<file path="config.mk">
export PLATFORM = sky130hd
export DESIGN_NAME = mio_bus_responder
export DESIGN_NICKNAME = d
export VERILOG_FILES = /design/src/rtl/mio_pkg.sv /design/src/rtl/mio_addr_decode.sv /design/src/rtl/mio_bus_responder.sv
export SDC_FILE = /design/constraint.sdc
export NUM_CORES = 1
export LEC_CHECK = 0
export ABC_CLOCK_PERIOD_IN_PS = 3200
export CORE_ASPECT_RATIO = 1.2
export CORE_MARGIN = 2
export CORE_UTILIZATION = 45
export CTS_CLUSTER_SIZE = 12
export DETAILED_ROUTE_END_ITERATION = 8
export GPL_TIMING_DRIVEN = 0
export PLACE_DENSITY = 0.86
export SKIP_LAST_GASP = 1
export SYNTH_ARGS = -nofsm -noshare
export SYNTH_HDL_FRONTEND = slang
export SYNTH_HIERARCHICAL = 1
export SYNTH_SLANG_ARGS = --single-unit
</file>
<file path="constraint.sdc">
create_clock -name clk -period 3.2 [get_ports clk]
set_clock_uncertainty 0.05 [all_clocks]
set_input_delay 0.48 -clock clk [delete_from_list [all_inputs] [get_ports clk]]
set_output_delay 0.48 -clock clk [all_outputs]
set_load 0.03 [all_outputs]
</file>
<file path="src/rtl/mio_pkg.sv">
// Shared address map, FSM state encoding and target-select type for the MIO bus responder.
package mio_pkg;

    localparam int RAM_DEPTH = 1024;
    localparam int RAM_AW    = $clog2(RAM_DEPTH);

    localparam logic [31:0] RAM_BASE     = 32'h0000_0000;
    localparam logic [31:0] RAM_MASK     = 32'hFFFF_F000;
    localparam logic [31:0] PERIPH_BASE  = 32'hF000_0000;
    localparam logic [31:0] GPIO_OFFSET  = 32'h0000_0000;
    localparam logic [31:0] TIMER_OFFSET = 32'h0000_0004;
    localparam logic [31:0] GPIO_ADDR    = PERIPH_BASE + GPIO_OFFSET;
    localparam logic [31:0] TIMER_ADDR   = PERIPH_BASE + TIMER_OFFSET;

    // Byte-offset bits are never decoded, so matching is done on word addresses.
    localparam logic [29:0] RAM_WBASE  = RAM_BASE[31:2];
    localparam logic [29:0] RAM_WMASK  = RAM_MASK[31:2];
    localparam logic [29:0] GPIO_WORD  = GPIO_ADDR[31:2];
    localparam logic [29:0] TIMER_WORD = TIMER_ADDR[31:2];

    typedef enum logic [1:0] {
        ST_IDLE = 2'd0,
        ST_WAIT = 2'd1,
        ST_RESP = 2'd2
    } state_t;

    typedef enum logic [1:0] {
        SEL_RAM      = 2'd0,
        SEL_GPIO     = 2'd1,
        SEL_TIMER    = 2'd2,
        SEL_UNMAPPED = 2'd3
    } sel_t;

endpackage

</file>
<file path="src/rtl/mio_addr_decode.sv">
// Combinational address decoder: word address -> RAM / GPIO / TIMER / UNMAPPED.
// The timer region only decodes when MIO_TIMER_EN is defined.
module mio_addr_decode
    import mio_pkg::*;
(
    input  logic [29:0] word_addr,
    output sel_t        sel
);

    always_comb begin
        sel = SEL_UNMAPPED;
        if ((word_addr & RAM_WMASK) == RAM_WBASE) begin
            sel = SEL_RAM;
        end else if (word_addr == GPIO_WORD) begin
            sel = SEL_GPIO;
        end
`ifdef MIO_TIMER_EN
        else if (word_addr == TIMER_WORD) begin
            sel = SEL_TIMER;
        end
`endif
    end

endmodule

</file>
<file path="src/rtl/mio_bus_responder.sv">
// MIO bus responder: latches CPU requests and serves RAM, GPIO and (with MIO_TIMER_EN) a free-running timer,
// answering each request with a one-cycle mio_ready pulse.
module mio_bus_responder
    import mio_pkg::*;
#(
    parameter int RAM_WAIT = 1
) (
    input  logic        clk,
    input  logic        reset,
    input  logic        cpu_mio,
    input  logic        mem_w,
    input  logic [31:0] addr_bus,
    input  logic [31:0] data_from_cpu,
    output logic [31:0] data_to_cpu,
    output logic        mio_ready,
    output logic        bus_err,
    output logic [9:0]  ram_addr,
    output logic [31:0] ram_din,
    output logic        ram_we,
    input  logic [31:0] ram_dout,
    input  logic [15:0] sw_in,
    output logic [31:0] gpio_out,
    output logic [1:0]  dbg_state
);

    localparam logic [3:0] WAIT_INIT = 4'(RAM_WAIT);

    state_t             state_q, state_d;
    sel_t               dec_sel, sel_q;
    logic               we_q;
    logic [RAM_AW-1:0]  waddr_q;
    logic [31:0]        data_q;
    logic [3:0]         cnt_q;
    logic [31:0]        periph_rdata;
    logic               unused_byte_bits;

    assign unused_byte_bits = &{1'b0, addr_bus[1:0]};

    mio_addr_decode u_decode (
        .word_addr (addr_bus[31:2]),
        .sel       (dec_sel)
    );

`ifdef MIO_TIMER_EN
    logic [31:0] timer_q;

    // A CPU write lands on the RESP edge and takes priority over the increment.
    always_ff @(posedge clk or negedge reset) begin
        if (!reset) begin
            timer_q <= '0;
        end else if (state_q == ST_RESP && we_q && sel_q == SEL_TIMER) begin
            timer_q <= data_q;
        end else begin
            timer_q <= timer_q + 32'd1;
        end
    end
`endif

    always_comb begin
        periph_rdata = '0;
        case (dec_sel)
            SEL_GPIO: periph_rdata = {16'h0000, sw_in};
`ifdef MIO_TIMER_EN
            SEL_TIMER: periph_rdata = timer_q;
`endif
            default: periph_rdata = '0;
        endcase
    end

    always_ff @(posedge clk or negedge reset) begin
        if (!reset) begin
            state_q <= ST_IDLE;
        end else begin
            state_q <= state_d;
        end
    end

    always_comb begin
        state_d   = state_q;
        mio_ready = 1'b0;
        bus_err   = 1'b0;
        ram_we    = 1'b0;
        case (state_q)
            ST_IDLE: begin
                if (cpu_mio) begin
                    state_d = (dec_sel == SEL_RAM) ? ST_WAIT : ST_RESP;
                end
            end
            ST_WAIT: begin
                ram_we = we_q && (cnt_q == WAIT_INIT);
                if (cnt_q == 4'd1) begin
                    state_d = ST_RESP;
                end
            end
            ST_RESP: begin
                mio_ready = 1'b1;
                bus_err   = (sel_q == SEL_UNMAPPED);
                state_d   = ST_IDLE;
            end
            default: state_d = ST_IDLE;
        endcase
    end

    // Request latch, wait counter, read-data capture and GPIO register.
    always_ff @(posedge clk or negedge reset) begin
        if (!reset) begin
            sel_q       <= SEL_RAM;
            we_q        <= 1'b0;
            waddr_q     <= '0;
            data_q      <= '0;
            cnt_q       <= '0;
            data_to_cpu <= '0;
            gpio_out    <= '0;
        end else begin
            case (state_q)
                ST_IDLE: begin
                    if (cpu_mio) begin
                        sel_q   <= dec_sel;
                        we_q    <= mem_w;
                        waddr_q <= addr_bus[RAM_AW+1:2];
                        data_q  <= data_from_cpu;
                        cnt_q   <= WAIT_INIT;
                        if (dec_sel != SEL_RAM && !mem_w) begin
                            data_to_cpu <= periph_rdata;
                        end
                    end
                end
                ST_WAIT: begin
                    cnt_q <= cnt_q - 4'd1;
                    if (cnt_q == 4'd1 && !we_q) begin
                        data_to_cpu <= ram_dout;
                    end
                end
                ST_RESP: begin
                    if (we_q && sel_q == SEL_GPIO) begin
                        gpio_out <= data_q;
                    end
                end
                default: ;
            endcase
        end
    end

    assign ram_addr  = waddr_q;
    assign ram_din   = data_q;
    assign dbg_state = state_q;

endmodule

</file>
==> impl_summary.txt, run 1 <==
----------------------------------------------------
[STA]
  Post-route fraction of the period consumed by the critical path ... 91.4%
  Final worst setup slack ... 275 ps
  Final Critical Period ... slightly below 3000 ps
  Total Neg Setup Slack ... 0 ps
  Endpoints failing setup ... 0
  Final Max Tran Viols ... 0
  Transition at the pin with the smallest max-transition slack ... around 690 ps
  FMAX ... 342 MHz
  Normalized max-slew margin ... 54.2%
  Final Hold Viols ... 0
  Setup repair after global routing missed its margin ... no

[Synth]
  EDFF count, synth ... 0
  Area leader, netlist ... sky130_fd_sc_hd__dfrtp_1
  Cell area after synthesis ... 0.00495 mm2
  Yosys reg bits ... about 120
  Cell count after synthesis ... 357
  Most numerous cell types in the synthesized netlist ... sky130_fd_sc_hd__dfrtp_1 (115), sky130_fd_sc_hd__mux2_2 (62), sky130_fd_sc_hd__mux2_1 (46)
  Cell variety after synth ... 35
  Area share of the leading cell type in the synthesized netlist ... 58.1%
  Number of nets in the synthesized netlist ... 475
  Ranking of synthesized cells by area ... sky130_fd_sc_hd__dfrtp_1 (58%), sky130_fd_sc_hd__mux2_2 (14%), sky130_fd_sc_hd__mux2_1 (10%), sky130_fd_sc_hd__mux2i_1 (3.2%), sky130_fd_sc_hd__and3b_1 (2.8%)
  Count of yosys warnings during synthesis ... 6
  Mean instance size in the synthesized netlist ... 13.9 um2
  Predominant post-synthesis flop cell ... sky130_fd_sc_hd__dfrtp_1
  Cell with the most instances after synthesis ... sky130_fd_sc_hd__dfrtp_1
  Proportion of synthesized flip-flops having asynchronous set or reset ... 100%
  Part of the Yosys area used for sequential elements ... 58.1%

[Detailed routing]
  DRC violation total after the first TritonRoute iteration ... 73
  DRC violations left ... 0
  Post-DR vias/cell ... 5.04
  TritonRoute pass-1 iters ... 4
  Remaining antenna violation count after routing ... 0
  Via total after detailed routing ... 3743
  Post-DR wirelength/cell ... 18.1 um
  Wire length reported by the detailed router ... 13500 um

[Place]
  Weighted congestion at the end of routability-driven global placement ... 0.805
  Post-detail-place hpwl ... about 10000 um
  Pre-CTS WS ... about 100 ps
  Instance area at placement ... 0.00738 mm2
  Port Buffer Count ... 224

[Finish]
  Final standard cell utilization of the core ... 74.7%
  Count of nets after finishing ... 718
  Post-route cell area ... 0.00793 mm2
  Area of all sequential standard cells ... 0.00288 mm2
  Fillers ... roughly 700
  Area taken by multi-input logic gates ... ~0.0019 mm2
  Share of final-layout standard cells stronger than drive strength 1 ... between 10% and 20%
  Area growth syn-to-layout ... 60.1%
  # diodes ... 0

[Floorplan]
  Die span in x ... 99.8 um
  Number of core rows ... 41
  Area of the core ... approximately 0.011 mm2
  Effective utilization at floorplan ... 46.6%
  Die Footprint ... 0.0119 mm2
  Die outline height ... 119 um
  Ports placed on the boundary ... approximately 230

[Power and ir drop]
  Peak VDD IR ... 0.330 mV
  Tot Pwr ... 0.00412 W
  Leak Pwr ... 3.55 nW
  Power density of the placed cells ... about 520 mW/mm2

[Clock network]
  TritonCTS clock tree ... yes
  Clock transition at the register clock pins on the worst setup and hold paths after CTS ... 60 ps
  Number of clock sinks ... 115
  H-Tree Level Count ... 4
  Clock tree root driver cell ... sky130_fd_sc_hd__clkbuf_16
  Post-CTS Setup Repair Bufs ... 0
  Clock buffers created by TritonCTS ... 17
  Post_cts resized ... 0
  Cts hold-fix bufs ... 0
  Clk buf depth ... 2
  Clock insertion delay at the later pin of the skew report ... ~400 ps

[Worst setup path]
  Critical Path Fanout Max ... 19
  Critical path arrival ... 2400 ps
  Launching element type of the critical path ... flop
  Worst setup path class ... reg -> out
  Element type at the critical path end ... output port
  Critical-path cell list ... nor2b_1 -> buf_2 -> nand2_1 -> nor2_1 -> clkdlybuf4s50_1
  Data required time of the critical path ... about 2700 ps
  Max stage delay cell, worst path ... sky130_fd_sc_hd__clkdlybuf4s50_1
  Register-to-register setup slack ... around 1100 ps
  Highest cell delay on the worst timing path ... ~700 ps

[Global route]
  Initial antenna violation count ... 0
  Total global routing overflow ... 0
  First-pass GRT wire length ... 21200 um
  Overall track demand over capacity in global routing ... a little under a quarter
  Largest net degree at the start of global routing ... 65
  Via count of the first global-routing pass ... ~4k

[Worst hold path]
  Worst hold path type ... in -> async

[Run]
  Reported max-cap violation count ... 0

[Run status]
  Outcome ... complete, no violations

----------------------------------------------------
==> power by group <==
group	internal (W)	switching (W)	total (W)
combinational	0.000385	0.000371	0.000755
clock	0.00108	0.000657	0.00174
sequential	0.00156	0.0000723	0.00163
total	0.00302	0.00110	0.00412
==> cells in the final DEF, fill, tap and decap left out, drive strengths merged, types with 2 or more instances in the layout <==
master and n:
o22ai 2, clkinvlp 5, nand2 23, dfrtp 115, nor4 5, nor4b 2, o21ai 3, buf 18
nor3 2, clkinv 5, nor2b 2, nand4 2, mux2i 16, ha 2, nor3b 2, and3b 16
clkbuf 23, mux2 108, inv 21, nor2 5, clkdlybuf4s50 223
==> layer usage <==
metal,vias up,part of all wire (%),global-route usage [%]
li1,1730,-,-
met1,1849,38,26.0
met2,150,53,41.7
met3,14,7.4,7.98
met4,0,1.5,7.19
met5,-,0,0
==> cells by family after synthesis <==
logic type | Yosys count | share of synthesized area (%)
compound gates | 9 | 1.24
flops | 115 | 58.1
simple gates | 65 | 8.24
xor+xnor | 2 | 0.354
buf+inv | 40 | 3.74
fa+ha+maj | 2 | 0.505
mux | 124 | 27.8
==> state kept, by name, summed over array words and instances, names as in the netlist <==
name,flops
ram_din,32
cnt_q,4
we_q,1
sel_q,2
gpio_out,32
data_to_cpu,32
ram_addr,10
dbg_state,2
==> stage by stage <==
step	instances	hold WS (ps)
detailed placement	711	424
finish	742	68.4
floorplan	357	134
global placement	710	416
global route	742	115
CTS	742	82.8
==> critical path, delay by kind of cell (launching register included) <==
family	cells	cell delay, ps
AND/OR/NAND/NOR	3	470
buffers and inverters	2	1050
flip-flops	1	480
==> cell type report <==
cell class | instances | share of cell area [%]
Clock inverter | 13 | 1.39
Tap cell | 129 | 2.04
Clock buffer | 19 | 5.59
Timing Repair Buffer | 225 | 28.6
Sequential cell | 115 | 36.3
Inverter | 19 | 0.899
Multi-Input combinational cell | 202 | 23.8
Buffer | 20 | 1.39
==> path summary, 6_finish.rpt <==
kind / end / start / cells past startpoint
setup reg to reg: data_to_cpu[13] / cnt_q[1] / 7
setup / recovery: ram_we / dbg_state[0] / 5
hold / removal: ram_din[28] / reset / 1
hold reg to reg: data_to_cpu[2] / data_to_cpu[2] / 1
min in group clk: data_to_cpu[2] / data_to_cpu[2] / 1
max in group asynchronous: data_to_cpu[18] / reset / 2
(Power assumes the default switching activity.)
==> inputs of run 2 (changes only) <==
--- a/config.mk
+++ b/config.mk
@@ -14,6 +14,7 @@
 export GPL_TIMING_DRIVEN = 0
 export PLACE_DENSITY = 0.86
 export SKIP_LAST_GASP = 1
+export SLEW_MARGIN = 25
 export SYNTH_ARGS = -nofsm -noshare
 export SYNTH_HDL_FRONTEND = slang
 export SYNTH_HIERARCHICAL = 1
==> run 2 against run 1 <==
  * Critical path depth unchanged
  * Clock power hardly changed
  * Worst hold slack improved by 360 ps
  * Final area increased by 0.17%
  * Total power is 0.37% lower
  * Global-route usage decreased by 0.14 points
  * Critical endpoint unchanged
==> impl_summary.txt, run 2 (synthesized netlist as in run 1, its figures left out) <==
----------------------------------------------------
[Run status]
  Outcome ... complete, no violations

[Place]
  Post-detail-place hpwl ... about 10000 um
  Pre-CTS WS ... about 100 ps
  Port Buffer Count ... 224
  Weighted congestion at the end of routability-driven global placement ... 0.805
  Instance area at placement ... between 0.007 and 0.008 mm2

[Clock network]
  Post_cts resized ... 0
  Clock tree root driver cell ... sky130_fd_sc_hd__clkbuf_16
  TritonCTS clock tree ... yes
  Clock insertion delay at the later pin of the skew report ... 400 ps
  Clk buf depth ... 2
  H-Tree Level Count ... 4
  Number of clock sinks ... 115
  Clock buffers created by TritonCTS ... 17
  Clock transition at the register clock pins on the worst setup and hold paths after CTS ... approximately 50 ps
  Post-CTS Setup Repair Bufs ... 0

[Detailed routing]
  Remaining antenna violation count after routing ... 0
  Post-DR wirelength/cell ... 17.9 um
  DRC violation total after the first TritonRoute iteration ... 81
  TritonRoute pass-1 iters ... 4
  Via total after detailed routing ... 3747
  Wire length reported by the detailed router ... 13300 um
  DRC violations left ... 0
  Post-DR vias/cell ... 5.04

[Floorplan]
  Die span in x ... 99.8 um
  Number of core rows ... 41
  Ports placed on the boundary ... 227
  Die Footprint ... 0.0119 mm2
  Die outline height ... 119 um
  Area of the core ... about 0.011 mm2
  Effective utilization at floorplan ... 46.6%

[Worst setup path]
  Critical Path Fanout Max ... 19
  Worst setup path class ... reg -> out
  Worst flop-to-flop path startpoint ... cnt_q[1]
  Launching element type of the critical path ... flop
  Data required time of the critical path ... about 2700 ps
  Element type at the critical path end ... output port
  First element of the critical path ... dbg_state[0]
  Critical path arrival ... 2460 ps

[STA]
  Final Critical Period ... 2990 ps
  Post-route fraction of the period consumed by the critical path ... 93.5%
  Final Max Tran Viols ... 0
  Endpoints failing setup ... 0
  Total Neg Setup Slack ... 0 ps
  Transition at the pin with the smallest max-transition slack ... 489 ps
  Final worst setup slack ... 209 ps
  Normalized max-slew margin ... approximately 67%
  Setup repair after global routing missed its margin ... no
  Final Hold Viols ... 0
  FMAX ... ~330 MHz

[Finish]
  Area growth syn-to-layout ... 60.4%
  # diodes ... 0
  Count of nets after finishing ... 719
  Most common library cell in the layout ignoring fill and taps ... sky130_fd_sc_hd__clkdlybuf4s50_1
  Post-route cell area ... about 0.0079 mm2
  Share of final-layout standard cells stronger than drive strength 1 ... 18.7%
  Most frequent cells in the layout ... sky130_fd_sc_hd__clkdlybuf4s50_1 (223), sky130_fd_sc_hd__dfrtp_1 (115), sky130_fd_sc_hd__mux2_2 (62), sky130_fd_sc_hd__mux2_1 (46), sky130_fd_sc_hd__nand2_1 (23)

[Power and ir drop]
  Tot Pwr ... 0.00411 W
  Power density of the placed cells ... around 520 mW/mm2
  Peak VDD IR ... 0.306 mV
  Leak Pwr ... 3.56 nW

[Run]
  Reported max-cap violation count ... 0

[Worst hold path]
  Worst hold path type ... reg -> reg
  Startpoint of the most critical hold path ... gpio_out[4]

[Global route]
  Initial antenna violation count ... 0
  Total global routing overflow ... 0
  First-pass GRT wire length ... 21000 um
  Overall track demand over capacity in global routing ... 23.2%
  Largest net degree at the start of global routing ... 65
  Via count of the first global-routing pass ... about 4k

----------------------------------------------------
==> run 2: cell types whose count changed in the layout (fill, tap and decap cells not counted), sizes merged <==
cell / before / now
dlygate4sd3: 0 / 1
==> run 2: stage by stage <==
stage / utilization (%) / hold WS (ps) / std cells
2_1_floorplan: - / 134 / 357
3_3_place_gp: 69.3 / 416 / 710
3_5_place_dp: 69.5 / 413 / 711
4_1_cts: 74.8 / 435 / 743
5_1_grt: 74.8 / 449 / 743
6_report: 74.8 / 431 / 743
==> run 2: worst paths after layout <==
path	endpoint	slack, ps	cells past startpoint
min in group asynchronous	ram_din[28]	570	2
max reg2reg	data_to_cpu[13]	1060	7
max in group asynchronous	data_to_cpu[18]	1860	3
min reg2reg	gpio_out[4]	430	1
max	ram_we	210	5
min	gpio_out[4]	430	1
==> run 2: cell type report <==
class	instances	area [um2]
plain buffers	20	110
clock buffers	19	443
clock inverters	13	110
fillers	689	2680
inverters	19	71.3
multi-input cells	202	1890
flip-flops and latches	115	2880
well taps	129	161
repair buffers	226	2280
==> run 2: timing repair <==
item / CTS / global route
endpoints found under the hold margin: 51 / 0
hold buffers: 1 / 0
endpoints found under the setup margin: 1 / 0
==> run 2: critical path, stage by stage, from the launching register on <==
cell	delay (ps)
sky130_fd_sc_hd__dfrtp_1	500
sky130_fd_sc_hd__nor2b_1	240
sky130_fd_sc_hd__buf_2	350
sky130_fd_sc_hd__nand2_1	130
sky130_fd_sc_hd__nor2_1	130
sky130_fd_sc_hd__clkdlybuf4s50_1	710
==> run 2: power by group <==
part           internal, W  switching [W]
Clock              0.00108       0.000645
Combinational     0.000386       0.000369
Sequential         0.00156      0.0000691
Total              0.00302        0.00108
==> run 2: per-layer routing <==
layer | track usage, % | vias to the layer above | wire length, um | part of all wire, %
met3 | 8.74 | 15 | 1080 | 8.1
met5 | 0 | - | 0 | 0
met2 | 41.5 | 153 | 7170 | 54
li1 | - | 1736 | - | -
met1 | 25.1 | 1843 | 4880 | 37
met4 | 7.36 | 0 | 182 | 1.4
